==> src/rtl/trap_sequencer.sv <==
// rtl/trap_sequencer.sv - M-mode timer-trap entry and MRET sequencer driving the CSR write port and fetch redirect
// Optional feature macro: TRAP_VECTORED_EN (vectored trap target when mtvec mode is 2'b01)
module trap_sequencer #(
    parameter int XLEN        = 32,
    parameter int CAUSE_TIMER = 7
) (
    input  logic            clk_in,
    input  logic            rst_in,
    input  logic            rdy_in,
    input  logic            commit_valid_in,
    input  logic [XLEN-1:0] commit_next_pc_in,
    input  logic            mret_in,
    input  logic            timer_irq_in,
    input  logic            mie_mtie_in,
    input  logic [XLEN-1:0] mstatus_in,
    input  logic [XLEN-1:0] mtvec_in,
    input  logic [XLEN-1:0] mepc_in,
    input  logic            csr_inst_we_in,
    output logic            csr_we_out,
    output logic [11:0]     csr_waddr_out,
    output logic [XLEN-1:0] csr_wdata_out,
    output logic            flush_out,
    output logic            trap_busy_out,
    output logic            redirect_valid_out,
    output logic [XLEN-1:0] redirect_pc_out
);

    localparam logic [11:0] ADDR_MSTATUS = 12'h300;
    localparam logic [11:0] ADDR_MEPC    = 12'h341;
    localparam logic [11:0] ADDR_MCAUSE  = 12'h342;

    localparam logic [XLEN-1:0] MCAUSE_VAL = {1'b1, (XLEN-1)'(CAUSE_TIMER)};

    typedef enum logic [2:0] {
        IDLE,
        WR_MEPC,
        WR_MCAUSE,
        WR_MSTATUS,
        MRET_STATUS,
        REDIRECT
    } state_t;

    state_t          state_q;
    state_t          state_d;
    logic [XLEN-1:0] epc_q;
    logic [XLEN-1:0] target_q;
    logic            first_q;
    logic            is_mret_q;

    logic            take_mret;
    logic            take_irq;
    logic            accept;
    logic            write_state;
    logic            write_go;
    logic [XLEN-1:0] trap_status;
    logic [XLEN-1:0] mret_status;
    logic [XLEN-1:0] trap_base;
    logic [XLEN-1:0] trap_target;

    // MRET wins over a simultaneous interrupt; the interrupt is re-evaluated after the return.
    assign take_mret = commit_valid_in & mret_in;
    assign take_irq  = commit_valid_in & ~mret_in & timer_irq_in & mie_mtie_in & mstatus_in[3];
    assign accept    = take_mret | take_irq;

    assign write_state = (state_q == WR_MEPC) || (state_q == WR_MCAUSE) ||
                         (state_q == WR_MSTATUS) || (state_q == MRET_STATUS);
    assign write_go    = write_state & rdy_in & ~csr_inst_we_in;

    always_comb begin
        trap_status        = mstatus_in;
        trap_status[7]     = mstatus_in[3];
        trap_status[3]     = 1'b0;
        trap_status[12:11] = 2'b11;
        mret_status        = mstatus_in;
        mret_status[3]     = mstatus_in[7];
        mret_status[7]     = 1'b1;
        mret_status[12:11] = 2'b11;
    end

    assign trap_base = {mtvec_in[XLEN-1:2], 2'b00};
`ifdef TRAP_VECTORED_EN
    assign trap_target = (mtvec_in[1:0] == 2'b01) ? trap_base + XLEN'(4 * CAUSE_TIMER) : trap_base;
`else
    logic mtvec_mode_unused;
    assign mtvec_mode_unused = ^mtvec_in[1:0];
    assign trap_target       = trap_base;
`endif

    always_ff @(posedge clk_in or posedge rst_in) begin
        if (rst_in) begin
            state_q   <= IDLE;
            epc_q     <= '0;
            target_q  <= '0;
            first_q   <= 1'b0;
            is_mret_q <= 1'b0;
        end else if (rdy_in) begin
            state_q <= state_d;
            if (state_q == IDLE) begin
                first_q <= accept;
                if (take_mret) begin
                    target_q  <= mepc_in;
                    is_mret_q <= 1'b1;
                end else if (take_irq) begin
                    epc_q     <= commit_next_pc_in;
                    is_mret_q <= 1'b0;
                end
            end else begin
                first_q <= 1'b0;
            end
        end
    end

    always_comb begin
        state_d            = state_q;
        csr_waddr_out      = '0;
        csr_wdata_out      = '0;
        redirect_valid_out = 1'b0;
        redirect_pc_out    = '0;
        case (state_q)
            IDLE: begin
                if (take_mret) begin
                    state_d = MRET_STATUS;
                end else if (take_irq) begin
                    state_d = WR_MEPC;
                end
            end
            WR_MEPC: begin
                csr_waddr_out = ADDR_MEPC;
                csr_wdata_out = epc_q;
                if (write_go) state_d = WR_MCAUSE;
            end
            WR_MCAUSE: begin
                csr_waddr_out = ADDR_MCAUSE;
                csr_wdata_out = MCAUSE_VAL;
                if (write_go) state_d = WR_MSTATUS;
            end
            WR_MSTATUS: begin
                csr_waddr_out = ADDR_MSTATUS;
                csr_wdata_out = trap_status;
                if (write_go) state_d = REDIRECT;
            end
            MRET_STATUS: begin
                csr_waddr_out = ADDR_MSTATUS;
                csr_wdata_out = mret_status;
                if (write_go) state_d = REDIRECT;
            end
            REDIRECT: begin
                redirect_valid_out = rdy_in;
                redirect_pc_out    = rdy_in ? (is_mret_q ? target_q : trap_target) : '0;
                state_d            = IDLE;
            end
            default: state_d = IDLE;
        endcase
    end

    assign csr_we_out    = write_go;
    assign flush_out     = first_q & rdy_in;
    assign trap_busy_out = (state_q != IDLE);

endmodule
==> config.mk <==
export PLATFORM = sky130hd
export DESIGN_NAME = trap_sequencer
export DESIGN_NICKNAME = d
export VERILOG_FILES = /design/src/rtl/trap_sequencer.sv
export SDC_FILE = /design/constraint.sdc
export NUM_CORES = 1
export LEC_CHECK = 0
export CORE_MARGIN = 3
export CORE_UTILIZATION = 35
export CTS_CLUSTER_SIZE = 25
export DETAILED_ROUTE_END_ITERATION = 8
export PLACE_DENSITY = 0.82
export SYNTH_ARGS = -nofsm -noshare
export SYNTH_HDL_FRONTEND = slang
export SYNTH_SLANG_ARGS = --single-unit
==> constraint.sdc <==
create_clock -name clk_in -period 2 [get_ports clk_in]
set_input_delay 0.4 -clock clk_in [delete_from_list [all_inputs] [get_ports clk_in]]
set_output_delay 0.4 -clock clk_in [all_outputs]
set_load 0.005 [all_outputs]
==> out/summary.md, run 1 <==
* 19.8 mm — first-pass GRT wire length
* 0 — endpoints failing hold
* 0.133 — portion of total power attributed to the clock network
* 4 — Pre-Repair DR Iteration Count
* 965 um — amount of wire on met3 after detailed routing
* 8 — r2r worst-path depth
* 656 — Cells after DPL
* 0.349 — switching share of power
* -0.244 ns — Worst Setup Slack, final
* 111 um — chip width
* 0.08 ns — clock transition time at the flip-flop clock pins of the worst setup and hold paths
* register — capturing element type of the critical path
* 5.40 mm — Metal-1 WL
* 7.64 mm — routed length on met2
* 216 — num ports
* -0.24 ns — register-to-register setup slack
* 3715 — total number of vias
* 69 — flip-flop and latch count after synthesis
* 3.10 mW — switching power total
* 0 — remaining routing DRC violations
* 729 — non-filler instance count after layout
* 0.366 — starting utilization of the core area
* 0.616 — fraction of power consumed by combinational cells
* 1.12 — final period utilization
* target_q[17]$_DFFE_PP0P_ — Worst Min Path Start
* 90.3% — area overhead of the layout relative to synthesis
* 0.34 ns — clock latency on the worst-skew pair
* 0.450 — share of the yosys chip area belonging to registers
* setup timing — violated checks
* 0 — Synthesis Warnings
* 0 — number of diodes added for antenna fixing
* 0.573 mV — peak supply drop
* state_q[1]$_DFFE_PP0P_ — worst setup path startpoint
* 1220 nW/um2 — Power Dens Cells
* 2 — Bufs on Longest Clock Path
* target_q[17]$_DFFE_PP0P_ — worst hold endpoint
* met4 — Max Used Layer
* 69 — clock sink total
* 12300 um2 — Die ar.
* 0.513 ns — final-layout worst hold slack
* 12.2 um2 — syn avg cell area
* 724 — nets
* -20.34 ns — setup TNS after final layout
* 111 um — Die Y-Extent
* yes — clock tree from TritonCTS
* 204 — Port Buf Inserts
* 10500 um2 — placeable core region
* true — unrepaired setup endpoints after global routing
* 14.3 mm — wirelength, routed
* 315 — Post-Syn Instances
* 70 — largest net degree at the start of global routing
* reg -> reg — worst hold-check path type
* 727 — number of fillers in the final layout
* 2.24 ns — time the worst path needs with I/O delays and setup
* 0.0184 ns — Clock Skew
* 2.45 ns — Worst EP arrival
* 3 — H-tree depth
* complete, but fails checks — outcome
* 5.80 mW — internal cell power
* 0.497 — fraction of layout instances using a drive strength above 1
* 446 MHz — highest achievable clock rate
* 0.251 — register share of total power
* 0 — initial antenna violation count
* 2.21 ns — data required time of the worst path
* 8 — crit path max fanout
* 0 — overflow left after global routing
* 8.90 mW — post-route total power
* 0 — max-cap check violation count
* 134 — final setup violation count
* 3840 um2 — post-synthesis instance area
* 0 — post-route antenna net violation count
* sky130_fd_sc_hd__clkbuf_8 — CTS root buf
* 37 — count of cell types in the netlist
* 19.6 um — routed wire length per instance
* 0.790 — routability cong.
* target_q[11]$_DFFE_PP0P_ — end of the worst register-to-register path
* state_q[1]$_DFFE_PP0P_ — origin of the critical flop-to-flop path
* reg -> reg — kind of critical path
* 1 — hold path cells
* 5.10 — via/cell ratio
* -0.349 ns — worst-case setup slack after placement
* 0 — number of pins with negative max-slew slack in the final report
* 3.60 nW — Leakage
* 9 — CTS buffer count
* 3779 — number of global-route vias before repair
* 37 — row cnt
* 202 — DRT iter0 DRCs
* 8.17 mm — HPWL after detailed placement
* 0.200 — GRT Overall Usage
* register — Setup crit start kind
through the flow:
step,instance area [um2],util
floorplan,3870,-
global placement,6160,0.586
detailed placement,6160,0.586
CTS,6750,0.642
global route,7310,0.696
finish,7310,0.696
metal layers:
| metal | vias to the layer above | GRT usage |
|---|---|---|
| met5 | - | 0 |
| met2 | 181 | 0.355 |
| met4 | 0 | 0.0616 |
| met1 | 1844 | 0.229 |
| met3 | 24 | 0.0633 |
| li1 | 1666 | - |
synthesized netlist by cell type, drive strengths merged:
library cell / number / share of area
nor4bb: 2 / 0.0052
a21o: 3 / 0.0059
nand2: 3 / 0.0029
and2: 1 / 0.0016
a22o: 25 / 0.057
o21ai: 3 / 0.0049
nor4b: 1 / 0.0062
buf: 29 / 0.054
inv: 4 / 0.0039
xnor2: 1 / 0.0023
or2: 1 / 0.0016
xor2: 1 / 0.0023
dfrtp: 69 / 0.45
mux2i: 31 / 0.081
a22oi: 4 / 0.0078
nor2: 31 / 0.030
conb: 1 / 0.00098
nor2b: 4 / 0.0065
nor3: 1 / 0.0013
nand2b: 3 / 0.0049
and3b: 2 / 0.0046
nand3: 1 / 0.0013
a21oi: 7 / 0.0091
o22ai: 7 / 0.011
clkbuf: 5 / 0.0049
and3: 4 / 0.0065
nand3b: 3 / 0.0059
nand4b: 1 / 0.0062
mux2: 64 / 0.21
or3: 1 / 0.0016
o211ai: 2 / 0.0039
cell usage in the layout, fill, tap and decap left out, types with 4 or more instances in the layout:
cell type	Yosys	layout
sky130_fd_sc_hd__a21oi_2	0	5
sky130_fd_sc_hd__a22o_1	25	25
sky130_fd_sc_hd__buf_12	0	10
sky130_fd_sc_hd__buf_16	0	5
sky130_fd_sc_hd__buf_2	6	55
sky130_fd_sc_hd__buf_4	12	29
sky130_fd_sc_hd__buf_6	6	38
sky130_fd_sc_hd__buf_8	0	5
sky130_fd_sc_hd__clkbuf_16	0	5
sky130_fd_sc_hd__clkbuf_2	0	10
sky130_fd_sc_hd__clkbuf_8	0	11
sky130_fd_sc_hd__clkdlybuf4s50_1	0	131
sky130_fd_sc_hd__conb_1	1	7
sky130_fd_sc_hd__dfrtp_1	69	66
sky130_fd_sc_hd__mux2_2	7	4
sky130_fd_sc_hd__mux2_4	28	60
sky130_fd_sc_hd__mux2i_1	31	31
sky130_fd_sc_hd__nor2_1	31	4
sky130_fd_sc_hd__nor2_4	0	24
sky130_fd_sc_hd__nor2b_4	0	4
sky130_fd_sc_hd__o22ai_1	7	5
cells by family after synthesis:
| kind of cell | after synthesis | synth area share |
|---|---|---|
| other cells | 1 | 0.000976 |
| mux | 95 | 0.296 |
| buf+inv | 38 | 0.0625 |
| simple gates | 59 | 0.0866 |
| xor+xnor | 2 | 0.00456 |
| flops | 69 | 0.450 |
| compound gates | 51 | 0.100 |
worst max-delay path, stage by stage (launching register included):
cell                        delay, ns
sky130_fd_sc_hd__dfrtp_2         0.46
sky130_fd_sc_hd__buf_6           0.14
sky130_fd_sc_hd__buf_6           0.11
sky130_fd_sc_hd__buf_8           0.12
sky130_fd_sc_hd__nor4b_4         0.33
sky130_fd_sc_hd__buf_4           0.16
sky130_fd_sc_hd__and3_4          0.29
sky130_fd_sc_hd__clkbuf_16       0.20
sky130_fd_sc_hd__mux2_4          0.30
power by group through the flow:
| stage | clock network (mW) | logic [mW] | registers, mW |
|---|---|---|---|
| floorplan | 0 | 2.01 | 2.08 |
| global placement | 0 | 3.64 | 2.17 |
| detailed placement | 0 | 3.75 | 2.19 |
| CTS | 1.22 | 4.60 | 2.18 |
| global route | 1.28 | 5.80 | 2.29 |
| finish | 1.19 | 5.48 | 2.23 |
sequential cells by signal, indices dropped and copies added, names as in the netlist:
signal / flops
state_q: 3
epc_q: 32
target_q: 32
is_mret_q: 1
first_q: 1
timing repair:
action	4_1_cts	5_1_grt
endpoints found under the setup margin	84	136
gates resized for setup	262	187
gates cloned	8	6
buffers inserted	24	27
hold buffers	0	0
pin swaps	34	53
final cells by class:
| type | instances | area, um2 | share of cell area |
|---|---|---|---|
| clock inverter | 5 | 58.8 | 0.00804 |
| clock buffer | 11 | 151 | 0.0207 |
| timing repair buffer | 290 | 2840 | 0.388 |
| multi-input combinational | 214 | 2340 | 0.320 |
| sequential | 69 | 1730 | 0.237 |
| tap | 136 | 170 | 0.0233 |
| inverter | 4 | 21.3 | 0.00291 |
worst max-delay path by stage:
stage	to	slack [ns]
after floorplan	csr_wdata_out[13]	0.20
after global placement	redirect_pc_out[0]	-0.33
after detailed placement	redirect_pc_out[24]	-0.35
after CTS	csr_wdata_out[28]	-0.25
after global routing	csr_wdata_out[25]	-0.31
final	target_q[11]$_DFFE_PP0P_	-0.24
Note: power is estimated with default switching activity, not from simulation.
==> run 2, diff against run 1 <==
- CAP_MARGIN: default -> 20
==> results of run 2 <==
No change in the layout: final DEF, timing and power equal those of run 1.
==> run 3, diff against run 2 <==
- CTS_CLUSTER_DIAMETER: default -> 100
==> results of run 3 <==
No change in the layout: final DEF, timing and power equal those of run 1.
